`src/rtl/stopwatch_ctrl.sv`:
```
// Stopwatch controller: synchronizes and debounces two buttons, runs the
// IDLE/RUN/PAUSE/LAP/CLEAR state machine and generates the count-enable pulse.
module stopwatch_ctrl #(
   parameter int unsigned TICK_DIV     = 100,
   parameter int unsigned DEBOUNCE_LEN = 4
) (
   input  logic       clk_out,
   input  logic       reset_n,
   input  logic       btn_start,
   input  logic       btn_lap,
   output logic [2:0] state,
   output logic       increase,
   output logic       lap_freeze
);

   typedef enum logic [2:0] {
      StIdle  = 3'b000,
      StRun   = 3'b001,
      StPause = 3'b010,
      StLap   = 3'b011,
      StClear = 3'b100
   } state_e;

   localparam logic [15:0] TickLast = 16'(TICK_DIV - 1);
   localparam logic [7:0]  DebLast  = 8'(DEBOUNCE_LEN - 1);

   // Bit 0 is the start button, bit 1 the lap button.
   logic [1:0] btn_raw;
   logic [1:0] sync1_q, sync2_q;
   logic [1:0] deb_q, deb_d;
   logic [1:0] deb_prev_q;
   logic [7:0] cnt_q [2];
   logic [7:0] cnt_d [2];
   logic [1:0] press;

   state_e      state_q, state_d;
   logic [15:0] prescaler_q, prescaler_d;
   logic        counting;

   assign btn_raw = {btn_lap, btn_start};

   always_comb begin
      deb_d = deb_q;
      for (int i = 0; i < 2; i++) begin
         cnt_d[i] = 8'd0;
         if (sync2_q[i] != deb_q[i]) begin
            if (cnt_q[i] == DebLast) begin
               deb_d[i] = sync2_q[i];
            end else begin
               cnt_d[i] = cnt_q[i] + 8'd1;
            end
         end
      end
   end

   assign press = deb_q & ~deb_prev_q;

   always_ff @(posedge clk_out or negedge reset_n) begin
      if (!reset_n) begin
         sync1_q    <= 2'b00;
         sync2_q    <= 2'b00;
         deb_q      <= 2'b00;
         deb_prev_q <= 2'b00;
         for (int i = 0; i < 2; i++) begin
            cnt_q[i] <= 8'd0;
         end
      end else begin
         sync1_q    <= btn_raw;
         sync2_q    <= sync1_q;
         deb_q      <= deb_d;
         deb_prev_q <= deb_q;
         for (int i = 0; i < 2; i++) begin
            cnt_q[i] <= cnt_d[i];
         end
      end
   end

   // Start is checked first everywhere, so a coincident lap press is dropped.
   always_comb begin
      state_d = state_q;
      unique case (state_q)
         StIdle: begin
            if (press[0]) state_d = StRun;
         end
         StRun: begin
            if (press[0])      state_d = StPause;
            else if (press[1]) state_d = StLap;
         end
         StPause: begin
            if (press[0])      state_d = StRun;
            else if (press[1]) state_d = StClear;
         end
         StLap: begin
            if (press[0])      state_d = StPause;
            else if (press[1]) state_d = StRun;
         end
         StClear: state_d = StIdle;
         default: state_d = StIdle;
      endcase
   end

   assign counting = (state_q == StRun) || (state_q == StLap);

   always_comb begin
      prescaler_d = 16'd0;
      if (counting) begin
         prescaler_d = (prescaler_q == TickLast) ? 16'd0 : prescaler_q + 16'd1;
      end else if (state_q == StPause) begin
         prescaler_d = prescaler_q;
      end
   end

   always_ff @(posedge clk_out or negedge reset_n) begin
      if (!reset_n) begin
         state_q     <= StIdle;
         prescaler_q <= 16'd0;
      end else begin
         state_q     <= state_d;
         prescaler_q <= prescaler_d;
      end
   end

   assign state      = state_q;
   assign increase   = counting && (prescaler_q == TickLast);
   assign lap_freeze = (state_q == StLap);

endmodule

```
`config.mk`:
```
export PLATFORM = sky130hd
export DESIGN_NAME = stopwatch_ctrl
export DESIGN_NICKNAME = d
export VERILOG_FILES = /design/src/rtl/stopwatch_ctrl.sv
export SDC_FILE = /design/constraint.sdc
export NUM_CORES = 1
export LEC_CHECK = 0
export ABC_AREA = 0
export CELL_PAD_IN_SITES_DETAIL_PLACEMENT = 0
export CELL_PAD_IN_SITES_GLOBAL_PLACEMENT = 1
export CORE_MARGIN = 10
export CORE_UTILIZATION = 40
export CTS_CLUSTER_SIZE = 20
export DETAILED_ROUTE_END_ITERATION = 12
export HOLD_SLACK_MARGIN = 0.06
export PLACE_DENSITY_LB_ADDON = 0.1
export SLEW_MARGIN = 30
export SYNTH_ARGS = -nofsm -noshare
export SYNTH_HDL_FRONTEND = slang
export SYNTH_SLANG_ARGS = --single-unit
```
`constraint.sdc`:
```
create_clock -name clk_out -period 1.8 [get_ports clk_out]
set_input_delay 0.18 -clock clk_out [delete_from_list [all_inputs] [get_ports clk_out]]
set_output_delay 0.18 -clock clk_out [all_outputs]
set_load 0.02 [all_outputs]
```
==> summary.md, run 1 <==
| Metric | Value |
|---|---|
| Outcome | `finished, violations left` |
| Failing checks | `setup timing` |
| Root buffer cell | `clkbuf_8` |
| Max-Cap Viols | `0` |
| Library cells used by synthesis | `40` |
| Psw | `around 1200 uW` |
| Clock power share | `between 20% and 30%` |
| Clock Tree Buf Depth | `2` |
| Final wirelength | `around 4.8 mm` |
| CTS tree | `built` |
| Synthesized cell area | `around 0.0021 mm2` |
| Post-synth top area share | `52.22%` |
| Multi-input logic area | `0.001055 mm2` |
| Num rows | `26` |
| Vias per inst | `between 5 and 6` |
| Total die area | `0.008423 mm2` |
| Synth Register Bits | `43` |
| Max-slew headroom | `between 60 and 70%` |
| Gp weighted congestion | `approximately 0.81` |
| Largest net degree at the start of global routing | `44` |
| Fmax | `543.3 MHz` |
| Fill count | `447` |
| DP Worst Slack | `-0.03745 ns` |
| Endpoints failing hold | `0` |
| Clock input transition at the sequential cells of the worst setup and hold paths | `approximately 0.080 ns` |
| DPL Wire Length | `3.106 mm` |
| Inst Count DP | `roughly 300` |
| Arr. time, crit path | `between 2 and 2.5 ns` |
| Initial Util | `between 40% and 50%` |
| Gr usage total | `a little under an eighth` |
| Setup crit start kind | `flop` |
| Final WS setup | `-0.04070 ns` |
| Mean area per synthesized cell | `around 10 um2` |
| Post-synthesis cell count | `around 200` |
| Synth Flop Type | `dfrtp_1` |
| Layout cells sized above 1 | `between 20 and 30%` |
| Clock Skews | `~0.013 ns` |
| Endpoint class of the critical path | `flop` |
| Clk sink count | `43` |
| Seq/Total Area, Yosys | `52.22%` |
| PD cells | `between 1000 and 1500 mW/mm2` |
| Crit path max fanout | `2` |
| Leak | `between 0.001 and 0.0015 uW` |
| Layout area overhead | `32.24%` |
| Initial antenna violation count | `0` |
| GRT overflow | `0` |
| WP data required | `a little under 2 ns` |
| Asr flop ratio synth | `100.0%` |
| Via count | `roughly 1600` |
| Sw Ratio | `34.44%` |
| Remaining antenna violation count | `0` |
| DR WL/cell | `15.23 um` |
| Storage cell area | `around 0.0011 mm2` |
| Reg power frac | `around 37%` |
| Post-synth top area cell | `dfrtp_1` |
| Die Width | `91.78 um` |
| DRC Markers | `0` |
| Largest cells by area after synthesis | `dfrtp_1 52%, nor2_1 3.8%, xor2_1 3.8%` |
| Nets | `between 200 and 250` |
| Post-route clock period utilization | `102.3%` |
| RSZ-0062 raised after global routing | `true` |
| H-tree depth | `2` |
| Worst Tran Pin Value | `approximately 0.55 ns` |
| Crit Path Class | `reg -> reg` |
| PortBufs | `8` |
| Final setup viols | `2` |
| Vias in the first global route | `1601` |
| First-pass GRT wire length | `about 8.0 mm` |
| Worst min path class | `in -> reg` |
| P_int | `between 2000 and 2500 uW` |
| Non-Filler Instances | `between 300 and 400` |
| Diodes inserted | `0` |
| # IOs | `9` |
| Yosys warning total | `0` |
| Post-route minimum period | `around 1.8 ns` |
| 1st-pass router iterations | `4` |
| Num CTS Buffers | `5` |
| Syn nets | `~210` |
| Comb pwr share | `39.8%` |
| Die Y | `approximately 92 um` |
| Initial DRC Count | `roughly 110` |
| Slew Viols, Final | `0` |
| Area of the core | `around 0.0050 mm2` |
| Maximum vdd drop | `about 0.67 mV` |
| Worst-Skew Late Latency | `about 0.30 ns` |
| Number of enable flip-flop cells after synthesis | `0` |
-- state kept, by name, indices dropped and copies added, names as in the netlist --
signal	flops
sync1_q	2
deb_prev_q	2
cnt_q	16
state	3
sync2_q	2
deb_q	2
prescaler_q	16
-- repair_timing --
item	CTS	global route
pin swaps	0	8
cloned	0	3
buffers inserted	0	2
setup endpoints to repair	10	20
hold buffers	1	0
endpoints found under the hold margin	43	0
resized for setup	5	22
-- power groups by stage --
| stage | sequential [uW] | clock, uW | combinational (uW) |
|---|---|---|---|
| 6_report | 1260 | 800 | 1360 |
| 5_1_grt | 1300 | 873 | 1510 |
| 4_1_cts | 1260 | 820 | 1090 |
| 3_5_place_dp | 1280 | 0 | 1090 |
| 3_3_place_gp | 1270 | 0 | 1050 |
| 2_1_floorplan | 1290 | 0 | 676 |
-- logic make-up after synthesis --
logic type	count (synthesis)	share of synthesized area, %
xor gates and xnor gates	15	6.375
adders and majority gates	3	1.822
DFF	43	52.22
and+or+nand+nor	93	24.16
buffers and inverters	10	2.732
muxes	5	2.793
AOI/OAI and AO/OA	32	9.897
-- path summary, 6_finish.rpt --
check | end | startpoint | slack (ns) | cells past startpoint
max | deb_q[0] | cnt_q[9] | -0.04 | 4
min | sync1_q[1] | btn_lap | 0.32 | 1
max reg2reg | deb_q[0] | cnt_q[9] | -0.04 | 4
min reg2reg | sync2_q[1] | sync1_q[1] | 0.35 | 0
max in group asynchronous | prescaler_q[5] | reset_n | 0.93 | 3
min in group asynchronous | cnt_q[3] | reset_n | 0.49 | 3
-- synthesized netlist by cell type, types with 3 or more instances --
| cell | number |
|---|---|
| nand2b_1 | 4 |
| nor3_1 | 9 |
| o21ai_0 | 3 |
| nand3b_1 | 3 |
| nand4_1 | 9 |
| clkbuf_1 | 3 |
| xnor2_1 | 6 |
| and3_1 | 4 |
| a21oi_1 | 10 |
| nand2_1 | 15 |
| dfrtp_1 | 43 |
| nor2_1 | 21 |
| xor2_1 | 9 |
| a41oi_1 | 5 |
| nand3_1 | 12 |
| ha_1 | 3 |
| a31oi_1 | 10 |
-- stage by stage --
step | setup TNS, ns | hold WS [ns] | util, % | power, uW | instance area (um2)
6_report | -0.06507 | 0.3239 | 54.04 | 3424 | 2725
5_1_grt | -0.8959 | 0.3115 | 54.04 | 3682 | 2725
4_1_cts | -0.3271 | 0.3084 | 50.40 | 3174 | 2541
3_5_place_dp | -0.2501 | 0.2955 | 47.67 | 2366 | 2404
3_3_place_gp | 0 | 0.2823 | 47.67 | 2325 | 2404
2_1_floorplan | -0.05402 | -0.1156 | - | 1966 | 2063
-- worst max-delay path, cell delays in order, from the launching register on --
cell	delay, ns
dfrtp_1	0.36
ha_2	0.17
or4b_4	0.45
or4_4	0.44
mux2_4	0.31
-- placed cells by master, fill, tap and decap left out, types with 3 or more instances in the layout --
| master | n |
|---|---|
| dfrtp_1 | 43 |
| buf_4 | 28 |
| nor2_1 | 21 |
| nand2_1 | 14 |
| nand3_1 | 12 |
| xor2_1 | 9 |
| nand4_1 | 9 |
| a31oi_1 | 9 |
| nor3_1 | 8 |
| xnor2_1 | 6 |
| clkbuf_8 | 6 |
| a21oi_2 | 5 |
| a21oi_1 | 5 |
| clkdlybuf4s50_1 | 5 |
| nand2b_1 | 4 |
| and3_1 | 4 |
| a41oi_2 | 4 |
| nand3b_1 | 3 |
-- area by class of cell --
type,count,area share (%)
well taps,70,3.214
flip-flops and latches,43,39.49
clock inverters,2,1.423
multi-input cells,148,38.71
inverters,1,0.1377
clock buffers,6,3.030
repair buffers,42,14.00
-- routing by layer --
metal	track usage, %	part of all wire [%]	routed length (um)
met1	15.68	48	2279
met5	0	0	0
met3	2.934	4.7	221
met2	17.24	47	2213
met4	2.699	0.76	36
Note: power is estimated with default switching activity, not from simulation.
==> run 2: changes to the inputs <==
--- a/config.mk
+++ b/config.mk
@@ -12,9 +12,10 @@
 export CORE_UTILIZATION = 40
 export CTS_CLUSTER_SIZE = 20
 export DETAILED_ROUTE_END_ITERATION = 12
+export GPL_ROUTABILITY_DRIVEN = 0
 export HOLD_SLACK_MARGIN = 0.06
 export PLACE_DENSITY_LB_ADDON = 0.1
-export SLEW_MARGIN = 30
+export SLEW_MARGIN = 20
 export SYNTH_ARGS = -nofsm -noshare
 export SYNTH_HDL_FRONTEND = slang
 export SYNTH_SLANG_ARGS = --single-unit
==> results of run 2 <==
Same layout as run 1: the final DEF is identical, and so are final timing and power.
==> variant 1: new RTL, config.mk and constraints of run 1 <==
Add an input register stage for `btn_start` and `btn_lap`, without a reset; this delays them by one clock.
--- a/src/rtl/stopwatch_ctrl.sv
+++ b/src/rtl/stopwatch_ctrl.sv
@@ -24,6 +24,14 @@
    localparam logic [15:0] TickLast = 16'(TICK_DIV - 1);
    localparam logic [7:0]  DebLast  = 8'(DEBOUNCE_LEN - 1);
 
+   logic btn_start_q;
+   logic btn_lap_q;
+
+   always_ff @(posedge clk_out) begin
+      btn_start_q <= btn_start;
+      btn_lap_q   <= btn_lap;
+   end
+
    // Bit 0 is the start button, bit 1 the lap button.
    logic [1:0] btn_raw;
    logic [1:0] sync1_q, sync2_q;
@@ -37,7 +45,7 @@
    logic [15:0] prescaler_q, prescaler_d;
    logic        counting;
 
-   assign btn_raw = {btn_lap, btn_start};
+   assign btn_raw = {btn_lap_q, btn_start_q};
 
    always_comb begin
       deb_d = deb_q;
Function: changed (Yosys sat finds a counterexample within 10 cycles, from zero or initial values and one cycle with reset_n low).
==> variant 1 against run 1 <==
  * The run still ends with negative setup slack left
  * First-iteration DRC count shrank 24%
  * Routed wire length shrank 18%
  * Global-route usage is 1.2 points lower
  * Critical path depth unchanged
  * Power is 19% lower
  * Area after synthesis shrank 3.6%
  * Sequential share of layout area grew 6.6 points
  * Setup slack got worse by 0.0028 ns
  * Sequential cell count grew 2
  * Cell area is 11% lower
  * Via count decreased by 12%
  * Clock power shrank 19%
  * Critical endpoint unchanged
  * Largest power group is now sequential cells
==> variant 1: results (changes against run 1) <==
{| class="wikitable"
! Metric !! Value
|-
| Worst Setup Slack, final || -0.0435 ns (-0.00279 ns)
|-
| Transition at the pin with the smallest max-transition slack || 0.533 ns (-0.0171 ns)
|-
| Fraction of registers with async set/reset || 0.956 (-0.0444)
|-
| Half-perimeter wire length after detailed placement || 2780 µm (-10%)
|-
| Mux contribution to synthesized area || 0.0132 (-0.0147)
|-
| Maximum VDD drop || 0.678 mV (+1.8%)
|-
| Yosys cell types || 35 (-13%)
|-
| Cells taking the most area after synthesis || dfrtp_1 54%, xor2_1 5.7%, nor2_1 5.3%
|-
| GPL Wtd Cong || 0.819 (+1.1%)
|-
| Layout net count || 229 (-7.7%)
|-
| Fill cells || 454 (+1.6%)
|-
| Maximum number of pins on one net before global-route repair || 44 (unchanged)
|-
| Net Count, Synth || 192 (-7.7%)
|-
| LEAKAGE || 1.08 nW (-8.8%)
|-
| Internal power summed over all cells || 1.86 mW (-17%)
|-
| Leading post-synthesis cells by instance count || 43 x dfrtp_1, 28 x nor2_1, 13 x nand2_1, 13 x xor2_1, 11 x xnor2_1
|-
| Share of synthesized area occupied by flip-flops and latches || 0.562 (+0.0399)
|-
| Via count of the first global-routing pass || 1546 (-3.4%)
|-
| Number of buffers inserted during clock tree synthesis || 5 (unchanged)
|-
| Arr. time, crit path || just over 2 ns
|-
| Via count || 1445 (-12%)
|-
| Status || complete, but fails checks
|-
| Slowest CP cell || or4_4
|-
| Count of routing violations after the opening detailed-route iteration || 81 (-24%)
|-
| Main combinational cell family by area after synthesis || simple AND/OR/NAND/NOR gates
|-
| Adder-cell share of the synthesized area || 0.0189 (+0.000689)
|-
| Synth warn || 0 (unchanged)
|-
| Violations in the final reports || negative setup slack
|-
| Multi-input gate area || 868 µm² (-18%)
|-
| Fraction of final layout cells sized beyond drive strength 1 || 0.193 (-0.0923)
|-
| Clock Skews || 0.00415 ns (-0.00880 ns)
|-
| Aggregate negative setup slack || -0.0435 ns (+0.0216 ns)
|-
| Total setup violations reported at the end of the flow || 1 (-1)
|-
| Compound-Gate Fraction of Synth Area || 0.0447 (-0.0542)
|-
| Wire length of the first global-routing pass || 7060 µm (-11%)
|-
| Overall Global Routing Usage || 0.101 (-0.0124)
|-
| Area share of xor/xnor cells in the synthesized design || 0.106 (+0.0421)
|-
| Diode count || 0 (unchanged)
|-
| Average wire length per cell after detail routing || 13.4 µm (-12%)
|-
| Area post-placement || 2280 µm² (-4.9%)
|}
-- variant 1: through the flow --
stage	hold WS [ns]	std cells	worst slack, ns
after floorplan	-0.116	185	0.00146
after global placement	0.278	278	-0.00988
after detailed placement	0.290	278	-0.0688
after CTS	0.312	288	-0.0447
after global routing	0.332	290	-0.106
final	0.324	290	-0.0435
-- variant 1: power by group through the flow --
stage | clock (mW) | combinational (mW) | sequential [mW]
after floorplan | 0 | 0.462 | 1.33
after global placement | 0 | 0.794 | 1.31
after detailed placement | 0 | 0.823 | 1.32
after CTS | 0.682 | 0.835 | 1.30
after global routing | 0.727 | 0.931 | 1.33
final | 0.652 | 0.828 | 1.30
-- variant 1: path summary, 6_finish.rpt --
path                                start              to  cells past startpoint
worst max register to register   cnt_q[9]        deb_q[0]                      4
worst min register to register  btn_lap_q      sync1_q[1]                      0
min in group asynchronous         reset_n  prescaler_q[0]                      3
worst max-delay path             cnt_q[9]        deb_q[0]                      4
max in group asynchronous         reset_n       cnt_q[14]                      3
worst min-delay path            btn_start     btn_start_q                      1
-- variant 1: kinds of logic after synthesis --
kind of cell / after synthesis
xor gates and xnor gates: 24
buffers and inverters: 3
AOI/OAI and AO/OA: 15
and+or+nand+nor: 93
muxes: 2
DFF: 45
adders and majority gates: 3
-- variant 1: worst max-delay path, delay by kind of cell (launching register included) --
| kind | cells | cell delay, ns |
|---|---|---|
| flip-flops | 1 | 0.36 |
| AND/OR/NAND/NOR | 2 | 0.87 |
| adder cells (fa/ha/maj) | 1 | 0.19 |
| multiplexers | 1 | 0.31 |
-- variant 1: area by class of cell --
class | instances | area share
well taps | 67 | 0.0346
clock buffers | 6 | 0.0341
repair buffers | 32 | 0.104
inverters | 1 | 0.00155
flip-flops and latches | 45 | 0.461
multi-input cells | 137 | 0.359
clock inverters | 2 | 0.00569
-- variant 1: layer usage --
| metal | track usage | wire length, µm | up-vias |
|---|---|---|---|
| li1 | - | - | 721 |
| met1 | 0.122 | 1780 | 705 |
| met2 | 0.167 | 1940 | 15 |
| met3 | 0.0324 | 136 | 4 |
| met4 | 0.0305 | 35 | 0 |
| met5 | 0 | 0 | - |
-- variant 1: repair_timing --
action,4_1_cts,5_1_grt
setup buffers,1,2
pin swaps,1,1
endpoints found under the setup margin,10,11
hold buffers,1,0
hold endpoints to repair,43,0
gates cloned,0,0
gates resized for setup,7,3
==> variant 2: new RTL, flow settings as in run 1 <==
Made on the original files. The parameter `TICK_DIV` goes from 100 to 50.
--- a/src/rtl/stopwatch_ctrl.sv
+++ b/src/rtl/stopwatch_ctrl.sv
@@ -1,7 +1,7 @@
 // Stopwatch controller: synchronizes and debounces two buttons, runs the
 // IDLE/RUN/PAUSE/LAP/CLEAR state machine and generates the count-enable pulse.
 module stopwatch_ctrl #(
-   parameter int unsigned TICK_DIV     = 100,
+   parameter int unsigned TICK_DIV     = 50,
    parameter int unsigned DEBOUNCE_LEN = 4
 ) (
    input  logic       clk_out,
Check against the original RTL: no difference found for any inputs over 10 cycles, from zero or initial values and one cycle with reset_n low; that may be too few to reach the edited logic, so the function may still have changed.
==> variant 2 against run 1 <==
  * The run still ends with negative setup slack left
  * Routed wire length increased by 1.2%
  * Cell count up 3.2%
  * Setup slack hardly changed
  * Combinational power shrank 17%
  * Area after synthesis rose by 1.8%
  * Count of clock-buffer cells in the layout stayed put
  * Cell area increased by 0.64%
  * Fmax about the same
  * Hold slack better by 0.015 ns
  * Power fell by 13%
  * Sequential cell count unchanged
  * Critical path type unchanged
  * Critical endpoint unchanged
==> variant 2: results (changes against run 1) <==
{| class="wikitable"
! Metric !! Value
|-
| Worst Setup Slack, final || -0.0412 ns (-0.000458 ns)
|-
| Fraction of final layout cells sized beyond drive strength 1 || 0.290 (+0.00456)
|-
| Global-route track usage on met3 || 0.0291 (-0.000284)
|-
| Net Count, Synth || 212 (+1.9%)
|-
| Clock net power || 0.588 mW (-27%)
|-
| Violations in the final reports || negative setup slack
|-
| Total length of routed met2 wires || 2430 µm (+9.8%)
|-
| GR Util met2 || 0.196 (+0.0235)
|-
| Area post-placement || 2460 µm² (+2.4%)
|-
| Placed cell count || 305 (+2.3%)
|-
| Via count of the first global-routing pass || 1798 (+12%)
|-
| Internal power summed over all cells || 1.91 mW (-15%)
|-
| Post-Route M1 WL || 2160 µm (-5.2%)
|-
| Number of cells in the finished layout apart from fillers || 322 (+3.2%)
|-
| Routed wire length on met3 || 165 µm (-25%)
|-
| Adder-cell share of the synthesized area || 0.0239 (+0.00564)
|-
| Mux contribution to synthesized area || 0.0173 (-0.0106)
|-
| Share of synthesized area occupied by flip-flops and latches || 0.513 (-0.00934)
|-
| Comb pwr || 1.13 mW (-17%)
|-
| Leading post-synthesis cells by instance count || 43 x dfrtp_1, 23 x nor2_1, 15 x nand2_1
|-
| Compound-Gate Fraction of Synth Area || 0.109 (+0.00956)
|-
| Total setup violations reported at the end of the flow || 1 (-1)
|-
| Half-perimeter wire length after detailed placement || 3260 µm (+4.9%)
|-
| Cells taking the most area after synthesis || dfrtp_1 51%, nor2_1 4.1%, xor2_1 3.3%
|-
| Status || complete, but fails checks
|}
## variant 2: final cells by class
cell class              count  area (µm²)
inverters                   3        11.3
fillers                   466        2360
clock inverters             2        12.5
repair buffers             49         404
well taps                  70        87.6
flip-flops and latches     43        1080
clock buffers               6        72.6
multi-input cells         149        1080
## variant 2: what timing repair did
item / in CTS / in global routing
pin swaps: 2 / 6
endpoints found under the hold margin: 43 / 0
setup endpoints to repair: 20 / 24
gates resized for setup: 18 / 22
hold buffers: 1 / 0
setup buffers: 5 / 3
## variant 2: final timing paths
kind,from,endpoint,slack [ns],depth (start not counted)
setup / recovery,cnt_q[8],deb_q[0],-0.04,4
hold / removal,btn_lap,sync1_q[1],0.34,1
setup reg to reg,cnt_q[8],deb_q[0],-0.04,4
hold reg to reg,sync1_q[1],sync2_q[1],0.35,0
max in group asynchronous,reset_n,deb_q[1],0.93,3
min in group asynchronous,reset_n,prescaler_q[9],0.49,3
